$ cat config.mk
export PLATFORM = sky130hd
export DESIGN_NAME = alu_op_sequencer_flat
export DESIGN_NICKNAME = d
export VERILOG_FILES = /design/src/rtl/alu_pkg.sv /design/src/rtl/alu_op_sequencer_if.sv /design/src/rtl/alu_golden_model.sv /design/src/rtl/alu_op_sequencer.sv /design/src/flat_wrapper.sv
export SDC_FILE = /design/constraint.sdc
export NUM_CORES = 1
export LEC_CHECK = 0
export BUFFER_PORTS_ARGS = -buffer_cell sky130_fd_sc_hd__buf_2
export CAP_MARGIN = 20
export CORE_ASPECT_RATIO = 0.7
export CORE_MARGIN = 4
export CORE_UTILIZATION = 35
export CTS_BUF_LIST = sky130_fd_sc_hd__clkbuf_8
export DETAILED_ROUTE_END_ITERATION = 12
export GPL_TIMING_DRIVEN = 0
export PLACE_DENSITY = 0.73
export SYNTH_ARGS = -nofsm -noshare
export SYNTH_HDL_FRONTEND = slang
export SYNTH_SLANG_ARGS = --single-unit
$ cat constraint.sdc
create_clock -name CLK -period 1.82 [get_ports CLK]
set_input_delay 0.455 -clock CLK [delete_from_list [all_inputs] [get_ports CLK]]
set_output_delay 0.455 -clock CLK [all_outputs]
set_load 0.005 [all_outputs]
$ cat src/rtl/alu_pkg.sv
// ---------------------------------------------------------------------------
// alu_pkg
// Shared definitions for the ALU operation sequencer slice.
//   ALU_W       : default operand/result width of the ALU16b datapath.
//   OP_*        : three-bit op codes understood by the ALU.
//   seq_state_t : sequencer FSM states.
//   is_legal_op : true for the five op codes the ALU implements.
// ---------------------------------------------------------------------------
package alu_pkg;

    localparam int ALU_W = 16;

    localparam logic [2:0] OP_AND = 3'b000;
    localparam logic [2:0] OP_OR  = 3'b010;
    localparam logic [2:0] OP_ADD = 3'b100;
    localparam logic [2:0] OP_SUB = 3'b101;
    localparam logic [2:0] OP_SLT = 3'b111;

    typedef enum logic [1:0] {
        IDLE    = 2'd0,
        SETTLE  = 2'd1,
        CAPTURE = 2'd2,
        RESP    = 2'd3
    } seq_state_t;

    // Codes 001, 011 and 110 have no ALU function behind them.
    function automatic logic is_legal_op(input logic [2:0] op);
        logic legal;
        case (op)
            OP_AND, OP_OR, OP_ADD, OP_SUB, OP_SLT: legal = 1'b1;
            default:                               legal = 1'b0;
        endcase
        return legal;
    endfunction

endpackage

$ cat src/rtl/alu_op_sequencer_if.sv
// ---------------------------------------------------------------------------
// alu_op_sequencer_if
// Command and response channels of the ALU operation sequencer.
//   Command  : CmdValid/CmdReady handshake carrying CmdOp, CmdA, CmdB.
//   Response : RspValid/RspReady handshake carrying RspData, RspOp, RspErr.
// Modports:
//   master : the datapath control that issues commands and consumes results.
//   slave  : the sequencer itself.
// ---------------------------------------------------------------------------
interface alu_op_sequencer_if #(
    parameter int WIDTH = 16
);

    logic             CmdValid;
    logic             CmdReady;
    logic [2:0]       CmdOp;
    logic [WIDTH-1:0] CmdA;
    logic [WIDTH-1:0] CmdB;

    logic             RspValid;
    logic             RspReady;
    logic [WIDTH-1:0] RspData;
    logic [2:0]       RspOp;
    logic             RspErr;

    modport master (
        output CmdValid, CmdOp, CmdA, CmdB, RspReady,
        input  CmdReady, RspValid, RspData, RspOp, RspErr
    );

    modport slave (
        input  CmdValid, CmdOp, CmdA, CmdB, RspReady,
        output CmdReady, RspValid, RspData, RspOp, RspErr
    );

endinterface

$ cat src/rtl/alu_golden_model.sv
// ---------------------------------------------------------------------------
// alu_golden_model
// Combinational reference of the ALU16b function, used to cross-check the
// real ALU result when the sequencer is built with checking enabled.
// Ports:
//   a, b     : latched operands (ALUSrcA / ALUSrcB)
//   op       : latched op code
//   expected : result the ALU should produce (0 for illegal codes)
// ---------------------------------------------------------------------------
module alu_golden_model
    import alu_pkg::*;
#(
    parameter int WIDTH = ALU_W
) (
    input  logic [WIDTH-1:0] a,
    input  logic [WIDTH-1:0] b,
    input  logic [2:0]       op,
    output logic [WIDTH-1:0] expected
);

    // SUB and SLT take B as the left-hand operand, matching the ALU wiring.
    always_comb begin
        expected = '0;
        case (op)
            OP_AND:  expected = a & b;
            OP_OR:   expected = a | b;
            OP_ADD:  expected = a + b;
            OP_SUB:  expected = b - a;
            OP_SLT:  expected = {{(WIDTH-1){1'b0}}, (b < a)};
            default: expected = '0;
        endcase
    end

endmodule

$ cat src/rtl/alu_op_sequencer.sv
// ---------------------------------------------------------------------------
// alu_op_sequencer
// Clocked initiator in front of the combinational ALU16b. Accepts one command
// per handshake, drives registered operands to the ALU, holds them for
// SETTLE_CYCLES cycles, samples R and returns it on the response channel.
// Ports:
//   CLK, Reset         : clock (rising edge), synchronous active-high reset
//   bus (slave)        : command and response channels
//   ALUSrcA/ALUSrcB/Op : registered operands and op select to the ALU
//   R                  : ALU result
//   OpCount            : legal responses delivered (wraps)
//   RspMismatch        : ALU result disagreed with the golden model
//   MismatchCount      : mismatches seen, saturating at FF
// Build option:
//   ALU_CHECK_EN       : when defined, a golden model checks R at capture
//                        time; otherwise RspMismatch/MismatchCount read 0.
// ---------------------------------------------------------------------------
module alu_op_sequencer
    import alu_pkg::*;
#(
    parameter int WIDTH         = ALU_W,
    parameter int SETTLE_CYCLES = 2
) (
    input  logic                CLK,
    input  logic                Reset,
    alu_op_sequencer_if.slave   bus,
    output logic [WIDTH-1:0]    ALUSrcA,
    output logic [WIDTH-1:0]    ALUSrcB,
    output logic [2:0]          Op,
    input  logic [WIDTH-1:0]    R,
    output logic [15:0]         OpCount,
    output logic                RspMismatch,
    output logic [7:0]          MismatchCount
);

    localparam logic [3:0] SETTLE_LOAD = 4'(SETTLE_CYCLES - 1);

    seq_state_t       state;
    seq_state_t       stateNext;
    seq_state_t       acceptState;
    logic [3:0]       settleCnt;
    logic [3:0]       settleCntNext;
    logic             cmdLegal;
    logic             cmdAccept;
    logic             rspHandshake;
    logic [WIDTH-1:0] rspData;
    logic [2:0]       rspOp;
    logic             rspErr;

    // Handshake outputs are forced low while Reset is asserted so nothing is
    // offered or accepted during the reset cycle itself.
    assign bus.CmdReady = !Reset && ((state == IDLE) || ((state == RESP) && bus.RspReady));
    assign bus.RspValid = !Reset && (state == RESP);
    assign bus.RspData  = rspData;
    assign bus.RspOp    = rspOp;
    assign bus.RspErr   = rspErr;

    assign cmdLegal     = is_legal_op(bus.CmdOp);
    assign cmdAccept    = bus.CmdValid && bus.CmdReady;
    assign rspHandshake = (state == RESP) && bus.RspReady;

    // Next-state logic. The settle counter holds the number of settle cycles
    // still to run after the current one; CAPTURE is itself the last cycle
    // the operands are held, so R is sampled after exactly SETTLE_CYCLES
    // cycles of stable operands and a single-cycle settle skips SETTLE.
    always_comb begin
        stateNext     = state;
        settleCntNext = settleCnt;
        if (!cmdLegal) begin
            acceptState = RESP;
        end else if (SETTLE_CYCLES == 1) begin
            acceptState = CAPTURE;
        end else begin
            acceptState = SETTLE;
        end
        case (state)
            IDLE: begin
                if (cmdAccept) begin
                    stateNext     = acceptState;
                    settleCntNext = SETTLE_LOAD;
                end
            end
            SETTLE: begin
                settleCntNext = settleCnt - 4'd1;
                if (settleCnt == 4'd1) begin
                    stateNext = CAPTURE;
                end
            end
            CAPTURE: begin
                stateNext = RESP;
            end
            RESP: begin
                if (rspHandshake) begin
                    if (cmdAccept) begin
                        stateNext     = acceptState;
                        settleCntNext = SETTLE_LOAD;
                    end else begin
                        stateNext = IDLE;
                    end
                end
            end
            default: begin
                stateNext = IDLE;
            end
        endcase
    end

    // State, ALU operand and response registers. ALU operands only change on
    // a legal accept so an illegal code never reaches the ALU. The response
    // is loaded either from R at capture or as an error response directly on
    // an illegal accept, and is then held until the handshake.
    always_ff @(posedge CLK) begin
        if (Reset) begin
            state     <= IDLE;
            settleCnt <= '0;
            ALUSrcA   <= '0;
            ALUSrcB   <= '0;
            Op        <= '0;
            rspData   <= '0;
            rspOp     <= '0;
            rspErr    <= 1'b0;
            OpCount   <= '0;
        end else begin
            state     <= stateNext;
            settleCnt <= settleCntNext;
            if (cmdAccept && cmdLegal) begin
                ALUSrcA <= bus.CmdA;
                ALUSrcB <= bus.CmdB;
                Op      <= bus.CmdOp;
            end
            if (state == CAPTURE) begin
                rspData <= R;
                rspOp   <= Op;
                rspErr  <= 1'b0;
            end else if (cmdAccept && !cmdLegal) begin
                rspData <= '0;
                rspOp   <= bus.CmdOp;
                rspErr  <= 1'b1;
            end
            if (rspHandshake && !rspErr) begin
                OpCount <= OpCount + 16'd1;
            end
        end
    end

`ifdef ALU_CHECK_EN
    logic [WIDTH-1:0] goldenResult;
    logic             resultBad;

    alu_golden_model #(
        .WIDTH (WIDTH)
    ) uGolden (
        .a        (ALUSrcA),
        .b        (ALUSrcB),
        .op       (Op),
        .expected (goldenResult)
    );

    assign resultBad = (goldenResult != R);

    // The mismatch flag travels with the response it belongs to: set at
    // capture, cleared when that response is taken. The counter saturates.
    always_ff @(posedge CLK) begin
        if (Reset) begin
            RspMismatch   <= 1'b0;
            MismatchCount <= '0;
        end else if (state == CAPTURE) begin
            RspMismatch <= resultBad;
            if (resultBad && (MismatchCount != 8'hFF)) begin
                MismatchCount <= MismatchCount + 8'd1;
            end
        end else if (rspHandshake) begin
            RspMismatch <= 1'b0;
        end
    end
`else
    assign RspMismatch   = 1'b0;
    assign MismatchCount = '0;
`endif

endmodule

$ cat src/flat_wrapper.sv
// flat-port wrapper written by rule: the top's interface ports become plain ports
module alu_op_sequencer_flat import alu_pkg::*;
#(
    parameter int WIDTH         = ALU_W,
    parameter int SETTLE_CYCLES = 2
)
  (CLK, Reset, ALUSrcA, ALUSrcB, Op, R, OpCount, RspMismatch, MismatchCount, bus_CmdValid, bus_CmdOp, bus_CmdA, bus_CmdB, bus_RspReady, bus_CmdReady, bus_RspValid, bus_RspData, bus_RspOp, bus_RspErr);
  alu_op_sequencer_if #(.WIDTH(WIDTH)) bus_i ();
  input  logic CLK;
  input  logic Reset;
  output logic [WIDTH-1:0] ALUSrcA;
  output logic [WIDTH-1:0] ALUSrcB;
  output logic [2:0] Op;
  input  logic [WIDTH-1:0] R;
  output logic [15:0] OpCount;
  output logic RspMismatch;
  output logic [7:0] MismatchCount;
  input wire logic [$bits(bus_i.CmdValid)-1:0] bus_CmdValid;
  input wire logic [$bits(bus_i.CmdOp)-1:0] bus_CmdOp;
  input wire logic [$bits(bus_i.CmdA)-1:0] bus_CmdA;
  input wire logic [$bits(bus_i.CmdB)-1:0] bus_CmdB;
  input wire logic [$bits(bus_i.RspReady)-1:0] bus_RspReady;
  output wire logic [$bits(bus_i.CmdReady)-1:0] bus_CmdReady;
  output wire logic [$bits(bus_i.RspValid)-1:0] bus_RspValid;
  output wire logic [$bits(bus_i.RspData)-1:0] bus_RspData;
  output wire logic [$bits(bus_i.RspOp)-1:0] bus_RspOp;
  output wire logic [$bits(bus_i.RspErr)-1:0] bus_RspErr;
  assign bus_i.CmdValid = bus_CmdValid;
  assign bus_i.CmdOp = bus_CmdOp;
  assign bus_i.CmdA = bus_CmdA;
  assign bus_i.CmdB = bus_CmdB;
  assign bus_i.RspReady = bus_RspReady;
  assign bus_CmdReady = bus_i.CmdReady;
  assign bus_RspValid = bus_i.RspValid;
  assign bus_RspData = bus_i.RspData;
  assign bus_RspOp = bus_i.RspOp;
  assign bus_RspErr = bus_i.RspErr;
  alu_op_sequencer #(.WIDTH(WIDTH), .SETTLE_CYCLES(SETTLE_CYCLES)) u_core (.CLK(CLK), .Reset(Reset), .bus(bus_i), .ALUSrcA(ALUSrcA), .ALUSrcB(ALUSrcB), .Op(Op), .R(R), .OpCount(OpCount), .RspMismatch(RspMismatch), .MismatchCount(MismatchCount));
endmodule
After elaboration in Yosys (flattened, before gate mapping)
Cells that the tools add are included.
- magnitude comparators: 0
- multiplexer cells: 14
- div/mod/pow operators: 0
- shifts and indexed selects: 0
- bitwise gates (word level): 0
- multiply operators: 0
- $add $sub $neg: 2
- reductions and logical operators: 19
- equal/unequal tests: 11
- operator list (kind ; number):
    2-to-1 mux 16 bit ; 2
    adder 16 x 1 -> 16 bit, second input constant ; 1
    case mux 4 bit (3 select lines) ; 1
    2-to-1 mux 2 bit ; 5
    equality test 3 bit, second input constant ; 3
    2-to-1 mux 4 bit ; 2
    case mux 2 bit (4 select lines) ; 1
    logical AND 1 bit ; 7
    2-to-1 mux 3 bit ; 2
    inequality test 2 x 1 -> 1 bit, second input constant ; 3
    OR reduction 5 bit ; 1
    equality test 2 bit, second input constant ; 2
    equality test 4 x 1 -> 1 bit, second input constant ; 1
    subtractor 4 x 1 -> 4 bit, second input constant ; 1
    equality test 3 x 2 -> 1 bit, second input constant ; 1
    zero test 1 bit ; 3
    zero test 3 bit ; 1
    AND reduction 3 bit ; 1
    nonzero test 3 bit ; 1
    equality test 2 x 1 -> 1 bit, second input constant ; 1
    zero test 2 bit ; 1
    AND reduction 2 bit ; 1
    nonzero test 2 bit ; 1
    OR reduction 2 bit ; 1
    other kinds (2) ; 2
- word-level logic and storage cells: 55
- output and inout bits: 82
- ROM bits: 0
- memory bits (writable): 0
- memories: 0
- input port bits: 55
- latch bits: 0
- register bits: 77

Depth between registers and ports, before layout
Gate-level depths: netlist of the first run.
- word-level depth: 8
- depth in mapped cells: 6
- gate-level depth less buffers: 5

Worst setup path after synthesis of the first run
Ideal clock, no wire load.
- kind: input port to output port
- start point: input port Reset
- end point: output port bus_RspValid
- stages on the path: 4
- buffers on the path: 3
- setup slack: 0.039 ns
- arrival time: 1.326 ns
- data required time: 1.365 ns
- cells stage by stage: clkbuf_1 > clkbuf_1 > clkbuf_1 > nor2_1
- cells in the longest elaborated chain, start to end: 2
- ends and longest elaborated chain (item ; RTL line ; source):
    start, declared ; flat_wrapper.sv:10 ; input logic Reset;
    zero test 1 bit ; alu_op_sequencer.sv:53 ; assign bus.RspValid = !Reset && (state == RESP);
    logical AND 1 bit ; alu_op_sequencer.sv:53 ;
    end, declared ; flat_wrapper.sv:24 ; output wire logic [$bits(bus_i.RspValid)-1:0] bus_RspValid;
Every way passes these cells.

Worst setup path after layout of the first run
- start point: register u_core.state[1]
- end point: output port bus_CmdReady
- cells in the longest elaborated chain, start to end: 4
- elaborated cells on any way between the ends: 5
- those cells by class: 1 x eq/ne; 4 x reduce/logical
- ends and longest elaborated chain (item ; RTL line ; source):
    start, declared ; alu_op_sequencer.sv:38 ; seq_state_t state;
    start signal, assigned ; alu_op_sequencer.sv:124 ; state <= stateNext;
    equality test 2 bit ; alu_op_sequencer.sv:52 ; assign bus.CmdReady = !Reset && ((state == IDLE) || ((state == RESP) && bus.RspReady));
    logical AND 1 bit ; alu_op_sequencer.sv:52 ;
    logical OR 1 bit (*) ; alu_op_sequencer.sv:52 ;
    logical AND 1 bit (*) ; alu_op_sequencer.sv:52 ;
    end, declared ; flat_wrapper.sv:23 ; output wire logic [$bits(bus_i.CmdReady)-1:0] bus_CmdReady;
Mark *: on every way between the ends. The rest lies on a longest branch, timed or not.

==> run_results.csv, run 1 <==
group,metric,value,unit
run_status,status,"finished, violations left",
run_status,violations,"setup timing",
layout,areaGrowthSynthToFinish,36.7,%
cts,clockRootBuffer,"clkbuf_8",
worst_setup_path,reg2reg_to,"u_core.ALUSrcA[2]",
route,vias_per_cell,4.76,
synthesis,yosys.area.top_type,"dfxtp_1",
hold_path,worstHoldStart,"bus_CmdB[8]",
cts,cts_buffers,9,
die,initial_core_util,0.366,
cts,clkSinkCount,77,
worst_setup_path,crit_chain,"buf_8 -> or2_4 -> a21oi_2 -> buf_2",
synthesis,ys.flop_type,"dfxtp_1",
hold_path,whs_path_depth,3,
synthesis,synthTopCellsByArea,"dfxtp_1 (49%), nand2b_1 (7.3%), nand2_1 (5.5%)",
worst_setup_path,crit_path_end_kind,"output port",
layout,seqCellArea,1550,µm²
worst_setup_path,cpMaxStageDelayCell,"dfxtp_4",
worst_setup_path,cp_top_family,"flip-flops",
die,ioPinCount,137,
synthesis,synth_cell_types,47,
hold_path,min_to,"u_core.ALUSrcB[8]",
global_route,grt_max_degree,12,
worst_setup_path,timing_worst_setup_path_type,"reg -> out",
cts,cts_tree,"built",
synthesis,postSynthCellCount,351,
worst_setup_path,reg2reg_depth,5,
layout,drive_gt1_frac,0.353,
layout,multi_input_area,1480,µm²
die,die-height,87.4,µm
placed_design,globalplace.congestion,0.785,
power,ir_drop,0.618,mV
worst_setup_path,r2r_start,"u_core.state[0]",
synthesis,syn_area_per_cell,8.98,µm²
synthesis,ys_seq_area_frac,0.489,
timing,finClkSkew,0.0115,ns
route,drc,0,
timing,hold_viol_final,0,
placed_design,io_buffer_count,127,
worst_setup_path,crit_fanout,6,
die,coreArea,8620,µm²
die,die_area,10600,µm²
global_route,grtUsageTotal,0.166,
cts,cts-htree-levels,3,
worst_setup_path,worstPathRequired,1.36,ns
global_route,grt_pass1_vias,2901,
synthesis,mappedNetlistArea,3150,µm²
route,vias,2991,
placed_design,place_ws,-0.722,ns
timing,setup_viol,1,
synthesis,netlist.area_leader.share,0.489,
cts,cts.path.max_buffers,2,
timing,fmax,0.548,GHz
hold_path,hold_class,"in -> reg",
route,finalWirelength,8.77,mm
cts,clk_pin_slew,0.08,ns
synthesis,async_flop_share,0,
route,wl_per_cell,14.0,µm
worst_setup_path,critical_path_arrival,1.37,ns
layout,num-fill-cells,855,
synthesis,synth_edf_count,0,
route,firstDrtPassIters,4,
synthesis,ys_warn_count,0,
worst_setup_path,crit_path_start,"u_core.state[1]",
placed_design,hpwl,6.55,mm
worst_setup_path,worst-r2r-setup-slack,0.10,ns
worst_setup_path,critical_path_buf_inv_count,2,
layout,final_nets,561,
route,ant_nets,0,
timing,layout_min_cycle_time,1.82,ns
global_route,overflow,0,
worst_setup_path,critPathLaunchType,"flip-flop",
die,std_cell_rows,28,
cts,hold_buffers,0,
timing,fin_ws,-0.00396,ns
global_route,grt_pass1_wl,14.1,mm
job,max_cap_violations,0,
timing,rsz0062_at_grt,"true",
timing,final.period_utilization,1.00,
timing,setup_tns,-0.00396,ns
worst_setup_path,cp_slowest_stage_delay,0.36,ns
synthesis,synth-seq-cells,77,
power,leakage,2.01,nW
global_route,antenna_found_initial,0,
layout,fin_util,0.500,
die,die_w,121,µm
route,drtIter0Drc,112,
timing,finalMaxSlewViolations,0,
power,power_density,878,nW/µm²
cts,clkLatencyLatePin,0.35,ns
## timing repair
action                     4_1_cts  5_1_grt
setup endpoints to repair       42       17
pin swaps                        3        2
resized for setup               23       12
buffers inserted                 2        5
hold endpoints to repair         0        0
gates cloned                     0        0
## sequential cells by signal, indices dropped and copies added (netlist names)
signal,flops
u_core.ALUSrcB,16
u_core.bus.RspOp,3
u_core.bus.RspErr,1
u_core.OpCount,16
u_core.Op,3
u_core.ALUSrcA,16
u_core.state,2
u_core.bus.RspData,16
u_core.settleCnt,4
## cells in the final DEF, fill, tap and decap left out, types with 2 or more instances in the layout
cell type  Yosys  routed
buf_2          4     129
dfxtp_1       77      75
nand2_1       46      46
nand2b_1      37      37
o21ai_0       30      30
nor2_1        19      18
a22o_1        16      16
buf_4          9      15
clkbuf_8       0      13
o21ai_1       12      12
a21oi_1       12      11
conb_1         1       9
nand3_1        8       8
xor2_1         8       8
nand4_1        6       6
inv_1          2       5
or3_1          5       5
buf_8          0       4
nor2b_1        4       4
buf_6          3       3
clkbuf_1      10       3
clkbuf_2       2       3
nor3_1         3       3
xnor2_1        3       3
and4_1         3       3
and3_1         3       3
ha_1           3       3
clkbuf_4       0       2
a211oi_1       2       2
and2_1         2       2
nor4_1         2       2
## kinds of logic after synthesis
kind of cell / count (synthesis) / synth area share
buffers and inverters: 31 / 0.0572
AND/OR/NAND/NOR: 146 / 0.243
AO/OA/AOI/OAI: 81 / 0.164
adder cells (fa/ha/maj): 3 / 0.0119
XOR/XNOR: 11 / 0.0306
other: 1 / 0.00119
multiplexers: 1 / 0.00318
flip-flops: 77 / 0.489
## how the worst max path moves through the flow
stage,end,slack [ns],cells after the start
floorplan,bus_RspValid,0.04,4
global placement,bus_RspValid,-0.74,6
detailed placement,bus_RspValid,-0.72,6
CTS,bus_CmdReady,0.002,4
global route,bus_CmdReady,-0.04,4
finish,bus_CmdReady,-0.004,4
## where the power goes
group | leakage, nW | total [mW] | internal [mW] | switching (mW)
Combinational | 1.27 | 0.635 | 0.323 | 0.313
Clock | 0.109 | 1.27 | 0.687 | 0.580
Sequential | 0.627 | 1.88 | 1.81 | 0.0744
Total | 2.01 | 3.78 | 2.82 | 0.967
## cell usage after synthesis, types with 2 or more instances
cell and count:
dfxtp_1 77, nand2_1 46, nand2b_1 37, o21ai_0 30, nor2_1 19, a22o_1 16, a21oi_1 12, o21ai_1 12
clkbuf_1 10, buf_4 9, nand3_1 8, xor2_1 8, nand4_1 6, or3_1 5, buf_2 4, nor2b_1 4
and3_1 3, and4_1 3, buf_6 3, ha_1 3, nor3_1 3, xnor2_1 3, a211oi_1 2, and2_1 2
clkbuf_2 2, inv_1 2, nor4_1 2
## metrics by stage
step                power (mW)  hold slack, ns  area [µm²]  cells
CTS                       3.81           0.275        4250    623
detailed placement        2.48           0.454        3970    606
finish                    3.78           0.298        4310    628
global route              3.98           0.293        4310    627
global placement          2.46           0.450        3970    606
floorplan                 2.23           0.459        3180    359
## routing by layer
layer	vias to the layer above	share of wire	global-route usage	routed length (µm)
met2	89	0.47	0.266	4100
met5	-	0	0	0
met1	1392	0.45	0.210	3930
met4	0	0.019	0.0682	165
met3	13	0.065	0.0513	570
li1	1497	-	-	-
## layout make-up
| cell class | count | area share |
|---|---|---|
| clock inverter | 4 | 0.00958 |
| timing repair buffer | 134 | 0.161 |
| inverter | 2 | 0.00174 |
| clock buffer | 11 | 0.0351 |
| multi-input combinational | 251 | 0.342 |
| antenna | 1 | 0.000581 |
| buffer | 28 | 0.0558 |
| sequential | 77 | 0.359 |
| tap | 120 | 0.0349 |
## worst reg2reg max path, cell delays in order, from the launching register on
cell and delay, ns:
dfxtp_2 0.34, or3b_4 0.43, a2111oi_4 0.29, buf_4 0.20, clkbuf_2 0.22, o21ai_0 0.13
Power figures use the tool's default switching activity.
==> inputs of run 2 (changes only) <==
CORE_UTILIZATION = 44   (was 35)
PLACE_DENSITY = 0.87   (was 0.73)
==> run 2 against run 1 <==
The run still ends with setup timing left. Cell count decreased by 3.7%. Sequential cell count unchanged. Highest routed layer unchanged. Non-clock buffer count increased by 4.
==> run_results.csv, run 2 (synthesis results as in run 1) <==
group,metric,value,unit
placed_design,dpl.cell_count,580,
run_status,status,"finished, violations left",
cts,cts.path.max_buffers,2,
layout,stdcell_count,605,
timing,final.period_utilization,1.00,
timing,setup_tns,-0.00655,ns
worst_setup_path,critPathLaunchType,"flip-flop",
worst_setup_path,critical_path_arrival,1.37,ns
worst_setup_path,reg2reg_to,"u_core.ALUSrcB[14]",
timing,fin_ws,-0.00655,ns
cts,cts_buffers,9,
layout,fin_util,0.640,
placed_design,place_ws,-0.701,ns
timing,setup_viol,1,
route,wl_per_cell,14.7,µm
power,finalPower,3.95,mW
route,vias,3022,
timing,finalMaxSlewViolations,0,
worst_setup_path,crit_path_end_kind,"output port",
worst_setup_path,reg2reg_depth,6,
cts,hold_buffers,0,
layout,final_common_cell,"buf_2",
hold_path,worstHoldStart,"bus_CmdA[7]",
power,leakage,2.04,nW
die,std_cell_rows,25,
global_route,overflow,0,
timing,hold_slack,0.307,ns
placed_design,globalplace.congestion,0.815,
route,ant_nets,0,
placed_design,io_buffer_count,127,
worst_setup_path,worstPathRequired,1.36,ns
route,drc,0,
route,firstDrtPassIters,4,
hold_path,min_to,"u_core.ALUSrcA[7]",
cts,cts-htree-levels,3,
layout,final_nets,565,
die,die_w,109,µm
die,die-height,78.8,µm
worst_setup_path,worst-r2r-setup-slack,0.02,ns
worst_setup_path,cpMaxStageDelayCell,"dfxtp_4",
timing,hold_viol_final,0,
job,max_cap_violations,0,
global_route,antenna_found_initial,0,
hold_path,whs_path_depth,3,
route,drtIter0Drc,137,
timing,fmax,0.547,GHz
cts,clk_pin_slew,0.08,ns
power,ir_drop,0.518,mV
timing,layout_min_cycle_time,1.83,ns
timing,finClkSkew,0.00562,ns
layout,num_antenna_cells,0,
worst_setup_path,timing_worst_setup_path_type,"reg -> out",
global_route,grt_pass1_vias,2965,
cts,cts_tree,"built",
run_status,violations,"setup timing",
cts,clkSinkCount,77,
global_route,grt_pass1_wl,14.2,mm
power,power_density,901,nW/µm²
die,initial_core_util,0.460,
layout,areaGrowthSynthToFinish,39.1,%
route,finalWirelength,8.88,mm
hold_path,hold_class,"in -> reg",
route,vias_per_cell,5.00,
global_route,grt_max_degree,13,
die,coreArea,6850,µm²
die,die_area,8600,µm²
worst_setup_path,crit_chain,"buf_8 -> or2_4 -> a21oi_2 -> buf_2",
timing,rsz0062_at_grt,"true",
worst_setup_path,cp_slowest_stage_delay,0.36,ns
die,ioPinCount,137,
worst_setup_path,crit_fanout,7,
placed_design,hpwl,6.43,mm
cts,clockRootBuffer,"clkbuf_8",
layout,drive_gt1_frac,0.386,
global_route,grtUsageTotal,0.207,
cts,clkLatencyLatePin,0.33,ns
placed_design,post_dp_cell_area,3940,µm²
worst_setup_path,r2r_start,"u_core.state[1]",
layout,layout_common_cells,"buf_2 (128), dfxtp_1 (75), nand2_1 (37), nand2b_1 (37), o21ai_0 (22)",
layout,fin_area,4380,µm²
## run 2: routing by layer
metal	up-vias	track usage	part of all wire
met5	-	0	0
met4	0	0.0706	0.019
met3	17	0.0626	0.064
met2	95	0.346	0.49
met1	1407	0.253	0.42
li1	1503	-	-
## run 2: critical path: cells and delay by family, from the launching register on
family / cells / cell delay (ns)
compound gates: 1 / 0.16
simple gates: 1 / 0.25
buf+inv: 2 / 0.26
flops: 1 / 0.36
## run 2: final cells by class
type | count | area (µm²)
Fill cell | 615 | 2470
Sequential cell | 77 | 1550
Multi-Input combinational cell | 251 | 1510
Timing Repair Buffer | 138 | 736
Buffer | 28 | 250
Clock buffer | 10 | 138
Tap cell | 94 | 118
Clock inverter | 5 | 76.3
Inverter | 2 | 7.51
## run 2: how the worst max path moves through the flow
stage	startpoint	end	slack, ns	depth (start not counted)
floorplan	Reset	bus_RspValid	0.04	4
global placement	Reset	bus_CmdReady	-0.68	6
detailed placement	Reset	bus_CmdReady	-0.70	6
CTS	u_core.state[0]	u_core.ALUSrcA[4]	0.01	6
global route	u_core.state[1]	u_core.Op[1]	-0.06	6
finish	u_core.state[1]	bus_CmdReady	-0.007	4
## run 2: timing repair
item,CTS,global route
cloned,0,1
pin swaps,3,10
resized for setup,23,39
setup buffers,0,10
setup endpoints to repair,41,49
hold endpoints to repair,0,0
## run 2: where the power goes
part           leakage, nW  switching [mW]  internal (mW)
clock                0.110           0.600          0.795
sequential           0.628          0.0748           1.81
combinational         1.30           0.328          0.345
total                 2.04            1.00           2.95
